File: src/rtl/bcdsum_cristea.sv
// Two-digit BCD adder with a registered three-digit result and one cycle of latency.
// Optional invalid-digit flag `err` is enabled by defining BCDSUM_ERR_EN.
module bcdsum_cristea (
  input  logic       clk,
  input  logic       rst,
  input  logic [3:0] a0,
  input  logic [3:0] a1,
  input  logic [3:0] b0,
  input  logic [3:0] b1,
  output logic [3:0] s0,
  output logic [3:0] s1,
  output logic       s2
`ifdef BCDSUM_ERR_EN
  ,
  output logic       err
`endif
);

  logic [4:0] t0, t1;
  logic [4:0] t0_adj, t1_adj;
  logic       c0;
  logic [3:0] s0_d, s1_d;
  logic       s2_d;
  logic [3:0] s0_q, s1_q;
  logic       s2_q;

  // Binary add per digit, then +6 folds a decimal overflow back into 0..9.
  always_comb begin
    t0     = {1'b0, a0} + {1'b0, b0};
    t0_adj = t0 + 5'd6;
    c0     = (t0 > 5'd9);
    s0_d   = c0 ? t0_adj[3:0] : t0[3:0];

    t1     = {1'b0, a1} + {1'b0, b1} + {4'b0, c0};
    t1_adj = t1 + 5'd6;
    s2_d   = (t1 > 5'd9);
    s1_d   = s2_d ? t1_adj[3:0] : t1[3:0];
  end

`ifdef BCDSUM_ERR_EN
  logic err_d, err_q;

  always_comb begin
    err_d = (a0 > 4'd9) || (a1 > 4'd9) || (b0 > 4'd9) || (b1 > 4'd9);
  end

  always_ff @(posedge clk) begin
    if (rst) begin
      s0_q  <= 4'd0;
      s1_q  <= 4'd0;
      s2_q  <= 1'b0;
      err_q <= 1'b0;
    end else begin
      s0_q  <= err_d ? 4'd0 : s0_d;
      s1_q  <= err_d ? 4'd0 : s1_d;
      s2_q  <= err_d ? 1'b0 : s2_d;
      err_q <= err_d;
    end
  end

  assign err = err_q;
`else
  always_ff @(posedge clk) begin
    if (rst) begin
      s0_q <= 4'd0;
      s1_q <= 4'd0;
      s2_q <= 1'b0;
    end else begin
      s0_q <= s0_d;
      s1_q <= s1_d;
      s2_q <= s2_d;
    end
  end
`endif

  assign s0 = s0_q;
  assign s1 = s1_q;
  assign s2 = s2_q;

endmodule

File: config.mk
export PLATFORM = sky130hd
export DESIGN_NAME = bcdsum_cristea
export DESIGN_NICKNAME = d
export VERILOG_FILES = /design/src/rtl/bcdsum_cristea.sv
export SDC_FILE = /design/constraint.sdc
export NUM_CORES = 1
export LEC_CHECK = 0
export ABC_CLOCK_PERIOD_IN_PS = 8280
export CORE_UTILIZATION = 46
export DETAILED_ROUTE_END_ITERATION = 8
export PLACE_DENSITY = 0.78
export SKIP_CTS_REPAIR_TIMING = 1
export SLEW_MARGIN = 0
export SYNTH_ARGS = -nofsm -noshare
export SYNTH_HDL_FRONTEND = slang
export SYNTH_SLANG_ARGS = --single-unit
File: constraint.sdc
create_clock -name clk -period 8.28 [get_ports clk]
set_input_delay 1.656 -clock clk [delete_from_list [all_inputs] [get_ports clk]]
set_output_delay 1.656 -clock clk [all_outputs]
set_load 0.05 [all_outputs]
==> impl_metrics.toml <==
[clock_tree]
tritoncts.num_buffers = 3
cts_max_level = 1
clock_sinks = 9
cts_tree = "built"
clockBufferDepth = 2
clk_pin_slew_ns = 0.06
clockRootBuffer = "clkbuf_4"

[placed_design]
dpl.hpwl_mm = 1.050
routabilityCongestion = 0.7112
port_buffers = 26
dpl_cell_area_mm2 = 0.001008
dp_slack_ns = 2.620

[setup_path]
crit_type = "in -> reg"
path_max_fanout = 5
crit_required_ns = 8.46
cp-end-kind = "flop"
cp-start-kind = "primary input"
critPathArrivalTime_ns = 5.57

[global_routing]
antenna_found_initial = 0
grt_pass1_vias = 580
gr-total-overflow = 0
grt_max_degree = 10
grt_pass1_wl_mm = 2.249
grt_usage_pct = 16.59

[synth]
ys_types = 33
yosys.area.top_type = "dfxtp_1"
seq_area_frac_synth_pct = 24.37
synth_ff_type = "dfxtp_1"
yosys-top-cells-count = "ha_1 (10), inv_1 (10), dfxtp_1 (9), nor2_1 (9), fa_1 (3)"
synthArstFlopShare_pct = 0
synth_edf_count = 0
yosys_warnings = 0
synth_top_area_share_pct = 24.37
synth_cells = 73
netlist_top_cells_area = "dfxtp_1 (24%), ha_1 (17%), fa_1 (8.1%)"
synth.avg_cell_area_um2 = 10.13
synth_fp_nets = 104
synth_area_um2 = 739.5
yosys_register_bits = 9

[sta]
relSlewSlack_pct = 67.10
worst_slew_pin_slew_ns = 0.4920
period_needed_ns = 5.389
rsz0062_at_grt = "false"
final-setup-viol-count = 0
layout_setup_ws_ns = 2.891
tns_ns = 0
hold_violations = 0
slew_violations = 0
fin_crit_sh_pct = 65.08
clock.fmax_mhz = 185.6

[route]
routed_via_density = 5.068
dr.pass1.iters = 2
drtIter0Drc = 5
totalWireLength_mm = 1.208
num_vias = 598
drcViolationCount = 0
wl_per_cell_um = 10.24
ant_nets = 0

[cells_and_area]
final_nets = 134
drive_gt1_share_pct = 13.73
fin_util_pct = 68.69
area_growth_pct = 39.93
design_area_mm2 = 0.001035
diodes = 0

[floorplan]
die_w_um = 42.10
die_h_um = 42.10
start_util_pct = 49.09
rows = 14
io_pins = 27
dieArea_mm2 = 0.001772
core_mm2 = 0.001506

[hold_path]
hp-class = "in -> reg"

[run]
max-cap-violations = 0

[run_status]
status = "finished clean"

[power]
p_leak_nw = 0.4711
finalPower_mw = 0.2126
power_density_mw_per_mm2 = 205.5
irDropWorstVdd_v = 0.00008581
## worst max-delay path: stages
cell	delay, ns
clkdlybuf4s50_1	0.46
ha_1	0.16
inv_1	0.05
fa_1	0.41
xor2_2	0.25
ha_1	0.19
nand2_1	0.05
a32o_2	0.23
o31ai_4	0.23
inv_1	0.10
fa_1	0.39
inv_1	0.08
fa_1	0.42
inv_1	0.10
ha_1	0.18
a21oi_2	0.06
a31oi_4	0.26
nor2b_1	0.08
a211oi_2	0.19
## cells in the final DEF, fill, tap and decap left out, types with 2 or more instances in the layout
master,instances
inv_1,10
a21o_2,2
xnor2_1,2
nor2_1,9
dfxtp_1,9
ha_1,10
a21oi_1,2
clkbuf_4,3
nor2b_1,2
fa_1,3
clkdlybuf4s50_1,26
## cells by family after synthesis
family          count (synthesis)  share of synthesized area [%]
simple gates                   19                          13.37
compound gates                 15                          21.49
fa+ha+maj                      13                          25.04
buf+inv                        11                          6.599
flops                           9                          24.37
xor+xnor                        4                          5.754
mux                             2                          3.384
## metrics by stage
step | std cells | hold slack (ns)
2_1_floorplan | 73 | 1.839
3_3_place_gp | 114 | 2.414
3_5_place_dp | 114 | 2.394
4_1_cts | 118 | 2.126
5_1_grt | 118 | 2.189
6_report | 118 | 2.137
## routing by layer
layer  vias to the layer above  global-route usage (%)  part of all wire (%)
met1                       262                   19.30                    43
met5                         -                       0                     0
met3                         4                   2.586                   4.6
li1                        311                       -                     -
met2                        21                   27.81                    49
met4                         0                   11.25                   2.5
## layout make-up
cell class,count,area [um2]
Clock buffer,4,26.28
Fill cell,139,471.7
Sequential cell,9,180.2
Timing Repair Buffer,26,260.3
Tap cell,16,20.02
Multi-Input combinational cell,53,510.5
Inverter,10,37.54
## registers in the layout, indices dropped and copies added, names as in the netlist
signal / count
s2: 1
s0: 4
s1: 4
## path summary, 6_finish.rpt
kind              start    end  slack, ns  depth (start not counted)
setup / recovery  b0[0]  s1[2]       2.89                         19
hold / removal      rst  s1[0]       2.14                          2
## report_power, final
group / internal (mW) / switching [mW] / total (mW)
registers: 0.0525 / 0.00188 / 0.0544
logic: 0.0543 / 0.0713 / 0.126
clock network: 0.0185 / 0.0141 / 0.0326
Power figures use the tool's default switching activity.
